[src/rtl/dmem_bus_pkg.sv]
// dmem_bus_pkg: shared FSM state, funct3 encodings and timeout default for the data-memory bus bridge
package dmem_bus_pkg;
    typedef enum logic [1:0] {IDLE, BUSY, DONE, ERR} state_t;
    localparam logic [2:0] F3_B  = 3'd0;
    localparam logic [2:0] F3_H  = 3'd1;
    localparam logic [2:0] F3_W  = 3'd2;
    localparam logic [2:0] F3_BU = 3'd4;
    localparam logic [2:0] F3_HU = 3'd5;
    localparam int TIMEOUT_CYCLES_DEF = 255;
endpackage

[src/rtl/lsu_lane_align.sv]
// lsu_lane_align: RV32 access legality, byte enables, store replication and load extension
module lsu_lane_align import dmem_bus_pkg::*; (
    input  logic [2:0]  funct3,
    input  logic [1:0]  lo,
    input  logic [31:0] wdata,
    input  logic [31:0] rdata,
    output logic        legal,
    output logic [3:0]  be,
    output logic [31:0] wdata_rep,
    output logic [31:0] rdata_ext
);
    logic [31:0] sh;
    always_comb begin
        legal     = (funct3 == F3_B || funct3 == F3_BU) ? 1'b1 :
                    (funct3 == F3_H || funct3 == F3_HU) ? !lo[0] :
                    (funct3 == F3_W) ? (lo == 2'b00) : 1'b0;
        be        = (funct3[1:0] == 2'd0) ? 4'b0001 << lo :
                    (funct3[1:0] == 2'd1) ? 4'b0011 << lo : 4'b1111;
        wdata_rep = (funct3[1:0] == 2'd0) ? {4{wdata[7:0]}} :
                    (funct3[1:0] == 2'd1) ? {2{wdata[15:0]}} : wdata;
        sh        = rdata >> {lo, 3'b000};
        rdata_ext = (funct3 == F3_B)  ? {{24{sh[7]}}, sh[7:0]} :
                    (funct3 == F3_BU) ? {24'b0, sh[7:0]} :
                    (funct3 == F3_H)  ? {{16{sh[15]}}, sh[15:0]} :
                    (funct3 == F3_HU) ? {16'b0, sh[15:0]} : rdata;
    end
endmodule

[src/rtl/dmem_bus_bridge.sv]
// dmem_bus_bridge: stalls the core while its load/store runs as a valid/ready bus transaction; BUS_TIMEOUT_EN adds a BUSY timeout
module dmem_bus_bridge import dmem_bus_pkg::*; #(
    parameter int ADDR_W         = 32,
    parameter int TIMEOUT_CYCLES = TIMEOUT_CYCLES_DEF
) (
    input  logic              clk,
    input  logic              rst_n,
    input  logic              cpu_rd,
    input  logic              cpu_wr,
    input  logic [2:0]        cpu_funct3,
    input  logic [ADDR_W-1:0] cpu_addr,
    input  logic [31:0]       cpu_wdata,
    output logic [31:0]       cpu_rdata,
    output logic              cpu_stall,
    output logic              cpu_err,
    output logic              bus_valid,
    output logic              bus_we,
    output logic [ADDR_W-1:0] bus_addr,
    output logic [3:0]        bus_be,
    output logic [31:0]       bus_wdata,
    input  logic              bus_ready,
    input  logic [31:0]       bus_rdata
);
    state_t      state;
    logic [2:0]  f3_q;
    logic [1:0]  lo_q;
    logic        legal;
    logic [3:0]  be;
    logic [31:0] wdata_rep, rdata_ext;

    if (TIMEOUT_CYCLES < 1) begin : g_timeout_range_check
    end

    // In BUSY the lane logic works on the captured request so the load extension matches what was issued
    lsu_lane_align u_align (
        .funct3    (state == IDLE ? cpu_funct3 : f3_q),
        .lo        (state == IDLE ? cpu_addr[1:0] : lo_q),
        .wdata     (cpu_wdata),
        .rdata     (bus_rdata),
        .legal     (legal),
        .be        (be),
        .wdata_rep (wdata_rep),
        .rdata_ext (rdata_ext)
    );

    assign cpu_stall = (state == BUSY) || (state == IDLE && (cpu_rd || cpu_wr));

`ifdef BUS_TIMEOUT_EN
    localparam int CW = $clog2(TIMEOUT_CYCLES + 1);
    logic [CW-1:0] cnt;
`endif

    always_ff @(posedge clk or negedge rst_n) begin
        if (!rst_n) begin
            state     <= IDLE;
            bus_valid <= 1'b0;
            bus_we    <= 1'b0;
            bus_addr  <= '0;
            bus_be    <= 4'b0;
            bus_wdata <= 32'b0;
            cpu_rdata <= 32'b0;
            cpu_err   <= 1'b0;
            f3_q      <= 3'b0;
            lo_q      <= 2'b0;
`ifdef BUS_TIMEOUT_EN
            cnt       <= '0;
`endif
        end else begin
            cpu_err <= 1'b0;
            case (state)
                IDLE: if (cpu_rd || cpu_wr) begin
                    if ((cpu_rd && cpu_wr) || !legal) begin
                        state     <= ERR;
                        cpu_err   <= 1'b1;
                        cpu_rdata <= 32'b0;
                    end else begin
                        state     <= BUSY;
                        bus_valid <= 1'b1;
                        bus_we    <= cpu_wr;
                        bus_addr  <= {cpu_addr[ADDR_W-1:2], 2'b00};
                        bus_be    <= be;
                        bus_wdata <= wdata_rep;
                        f3_q      <= cpu_funct3;
                        lo_q      <= cpu_addr[1:0];
`ifdef BUS_TIMEOUT_EN
                        cnt       <= '0;
`endif
                    end
                end
                BUSY: if (bus_ready) begin
                    state     <= DONE;
                    bus_valid <= 1'b0;
                    cpu_rdata <= rdata_ext;
                end
`ifdef BUS_TIMEOUT_EN
                else if (cnt == CW'(TIMEOUT_CYCLES - 1)) begin
                    state     <= ERR;
                    bus_valid <= 1'b0;
                    cpu_err   <= 1'b1;
                    cpu_rdata <= 32'b0;
                end else begin
                    cnt <= cnt + 1'b1;
                end
`endif
                default: state <= IDLE;
            endcase
        end
    end
endmodule

[config.mk]
export PLATFORM = sky130hd
export DESIGN_NAME = dmem_bus_bridge
export DESIGN_NICKNAME = d
export VERILOG_FILES = /design/src/rtl/dmem_bus_pkg.sv /design/src/rtl/lsu_lane_align.sv /design/src/rtl/dmem_bus_bridge.sv
export SDC_FILE = /design/constraint.sdc
export NUM_CORES = 1
export LEC_CHECK = 0
export ABC_AREA = 1
export CORE_MARGIN = 8
export CORE_UTILIZATION = 41
export DETAILED_ROUTE_END_ITERATION = 8
export PLACE_DENSITY = 0.88
export SKIP_CTS_REPAIR_TIMING = 1
export SLEW_MARGIN = 5
export SYNTH_ARGS = -nofsm -noshare
export SYNTH_HDL_FRONTEND = slang
export SYNTH_HIERARCHICAL = 1
export SYNTH_SLANG_ARGS = --single-unit
[constraint.sdc]
create_clock -name clk -period 3 [get_ports clk]
set_clock_uncertainty 0.15 [all_clocks]
set_input_delay 0.45 -clock clk [delete_from_list [all_inputs] [get_ports clk]]
set_output_delay 0.45 -clock clk [all_outputs]
set_load 0.005 [all_outputs]
==> summary.txt <==
Place
  • Port bufs: 205
  • Hpwl dp: ~14 mm
  • Global placer's final weighted congestion: approximately 0.9

Outcome
  • Status: finished, final reports clean

GRT
  • Global route total overflow: 0
  • Initial antenna violation count: 0
  • Largest net degree at the start of global routing: just over 60
  • Vias in the first global route: between 5000 and 6000
  • Tot GR Track Use: between 20% and 30%
  • First-pass GRT wire length: 30.5 mm

Run
  • Total of max-cap violations: 0

Floorplanning
  • # IOs: about 210
  • Row cnt: 43
  • Initial Util: approximately two fifths
  • Horiz. Die Dim: approximately 130 um
  • Die Y: 135 um
  • Core Area: 0.0138 mm2
  • Die ar.: about 0.018 mm2

Clocking
  • CTS Buf Count: 9
  • Worst-skew pair later-pin latency: 0.36 ns
  • CTS HTree Levels: 3
  • Clock Sinks: 108
  • Clk slew on worst S/H paths: 0.07 ns
  • CTS tree: built
  • CTS root buffer: clkbuf_16
  • Maximum clock path buffer count: 2

Hold path
  • Worst hold path type: input port to asynchronous set/reset pin

Critical path
  • Crit-path max FO: 35
  • Cells along the critical path: inv_1 -> nand2_1 -> o21ai_2 -> inv_4 -> a21oi_1 -> a21oi_1 -> nand2_1 -> inv_2 -> nand2_2 -> buf_4 -> o21ai_0
  • Reg-to-reg endpoint: lo_q[0]
  • Flop2flop setup slack: ~0.46 ns
  • Max stage delay on crit path: around 0.40 ns
  • Critical path required time: 3.08 ns
  • Critical Path End Type: flop
  • Cell family with most CP delay: compound AO/OA/AOI/OAI gates
  • Crit Path Category: flop to flop
  • Worst r2r src: state[0]
  • Crit path from: state[0]
  • Arrival time worst endpoint: 2.62 ns
  • Type of origin of the critical path: flop
  • R2R cell count: 11
  • CP Buf/Inv Count: 4
  • Max stage delay cell, worst path: dfrtp_1

Timing
  • # setup viols final: 0
  • Pins Over Slew Limit: 0
  • Worst Max-Slew Pin Slew: 0.804 ns
  • Fin crit share: 84.7%
  • Setup_tns: 0 ns
  • Final hold violations: 0
  • Min Tclk post-route: between 2 and 3 ns
  • F_max: 0.393 GHz
  • Slew HR: ~46%
  • Final hold slack: about 0.024 ns
  • RSZ-0062 raised after global routing: no

Synth
  • Simple-Gate Fraction of Synth Area: a little under two fifths
  • Post-synth EDFFs: 0
  • Top FF cell, synth: dfrtp_1
  • Mapped Cells: slightly below 800
  • Distinct cells, synth: 25
  • Avg Cell Area, Syn: approximately 7.4 um2
  • Post-synthesis mux area share: 0%
  • Post-synthesis compound-gate area fraction: 5.10%
  • Main combinational cell family by area after synthesis: simple AND/OR/NAND/NOR gates
  • Async SR Flop Fraction: between 90% and 100%
  • Xor and xnor area share after synthesis: 0%
  • Yosys reg bits: approximately 110
  • Sequential-to-total area share from yosys stat: 46.9%
  • Mapped cell area: 0.00577 mm2
  • Synth warnings: 6
  • Post-Synth Adder-Cell Area: 0.868%

Pwr
  • Power Dens Cells: 1040 mW/mm2
  • Reg power frac: 27.9%
  • Max VDD drop: 484 uV
  • Pint: about 4.7 mW
  • Sw Share: between 40% and 50%
  • Gate power share: between 50% and 60%
  • Clk pwr share: 13.6%
  • Leakage: 4.13 nW
  • NetSw: about 3.7 mW

Drt
  • Final wirelength: approximately 19 mm
  • Post-DRT Antenna Nets: 0
  • Routed len/inst: ~17 um
  • Iteration-0 DRC Markers: about 640
  • Routed vias: 5933
  • Detailed Routing Iterations Pass 1: 5
  • Via density: 5.20
  • DR DRC count: 0

Layout
  • Antenna cell count: 0
  • P&R area growth vs syn: 41.4%
  • Final nets: ~1100
  • Fillers: 1223
  • Layout cell share with drive strength beyond 1: under 10%
-- power groups by stage --
stage / Sequential [mW] / Combinational, mW / Clock [mW]
final: 2.37 / 4.97 / 1.15
after CTS: 2.37 / 4.99 / 1.19
after global placement: 2.37 / 4.84 / 0
after global routing: 2.43 / 5.53 / 1.23
after floorplan: 2.41 / 2.88 / 0
after detailed placement: 2.39 / 4.97 / 0
-- how the worst max path moves through the flow --
stage / endpoint / depth (start not counted)
final: lo_q[0] / 11
after global routing: lo_q[0] / 13
after CTS: lo_q[0] / 12
after detailed placement: lo_q[1] / 11
after global placement: lo_q[0] / 11
after floorplan: bus_wdata[24] / 15
-- per-layer routing --
metal / vias up / track usage [%] / share of wire (%)
met5: - / 0 / 0
li1: 2856 / - / -
met3: 43 / 6.43 / 11
met2: 293 / 31.6 / 45
met1: 2741 / 27.1 / 41
met4: 0 / 9.54 / 3.3
-- Yosys cell counts, types with 2 or more instances --
| library cell | n | area share, % |
|---|---|---|
| nand2_1 | 327 | 21 |
| nand3_1 | 109 | 9.5 |
| dfrtp_1 | 108 | 47 |
| o21ai_0 | 41 | 3.6 |
| inv_1 | 36 | 2.3 |
| nand4_1 | 32 | 3.5 |
| nor2_1 | 28 | 1.8 |
| buf_2 | 26 | 2.3 |
| buf_4 | 17 | 2.2 |
| clkbuf_1 | 14 | 0.91 |
| buf_6 | 7 | 1.4 |
| o211ai_1 | 7 | 0.91 |
| ha_1 | 4 | 0.87 |
| a21oi_1 | 3 | 0.26 |
| inv_2 | 3 | 0.20 |
| nand2_2 | 3 | 0.33 |
| nand3_2 | 3 | 0.52 |
| nor2_2 | 3 | 0.33 |
| nand2_4 | 2 | 0.39 |
-- worst register-to-register path: cells and delay by family, from the launching register on --
family	cells	cell delay, ns
AO/OA/AOI/OAI	4	0.77
buffers and inverters	4	0.65
AND/OR/NAND/NOR	3	0.45
flip-flops	1	0.40
-- stage by stage --
step	utilization (%)	cell area [um2]	setup WS, ns	instances	power (mW)
global placement	56.9	7870	0.372	1125	7.21
global route	59.0	8160	0.134	1141	9.20
detailed placement	56.9	7870	0.301	1125	7.36
floorplan	-	5770	0.224	780	5.28
CTS	59.0	8160	0.447	1141	8.55
finish	59.0	8160	0.458	1141	8.49
-- flip-flops by register name (all words and copies together), names as in the netlist --
name and cells:
cpu_err 1, bus_valid 1, bus_wdata 32, bus_we 1, lo_q 2, state 2
cpu_rdata 32, f3_q 3, bus_be 4, bus_addr 30
-- layout by cell type (no fill, tap or decap), drive strengths merged --
cell	netlist	routed
o21a	1	1
clkbuf	14	10
a21oi	3	3
inv	40	44
nand4	32	32
o21ai	42	42
o22a	1	1
buf	50	25
ha	4	4
conb	1	2
clkinv	0	2
nand3	112	112
clkdlybuf4s50	0	204
or2	1	1
dfrtp	108	108
nand2	332	332
o211ai	7	7
nor2	31	31
-- cell families (layout without fill, tap and decap cells) --
group	Yosys count	count (layout)
AND/OR/NAND/NOR	508	508
flip-flops	108	108
buffers and inverters	104	285
AO/OA/AOI/OAI	54	54
adder cells (fa/ha/maj)	4	4
other	1	2
-- layout make-up --
class / count / area, um2 / area share (%)
inverter: 40 / 153 / 1.87
sequential: 108 / 2700 / 33.1
clock inverter: 6 / 55.1 / 0.675
clock buffer: 10 / 229 / 2.81
tap: 180 / 225 / 2.76
multi-input combinational: 568 / 2540 / 31.1
timing repair buffer: 229 / 2250 / 27.6
Power figures use the tool's default switching activity.
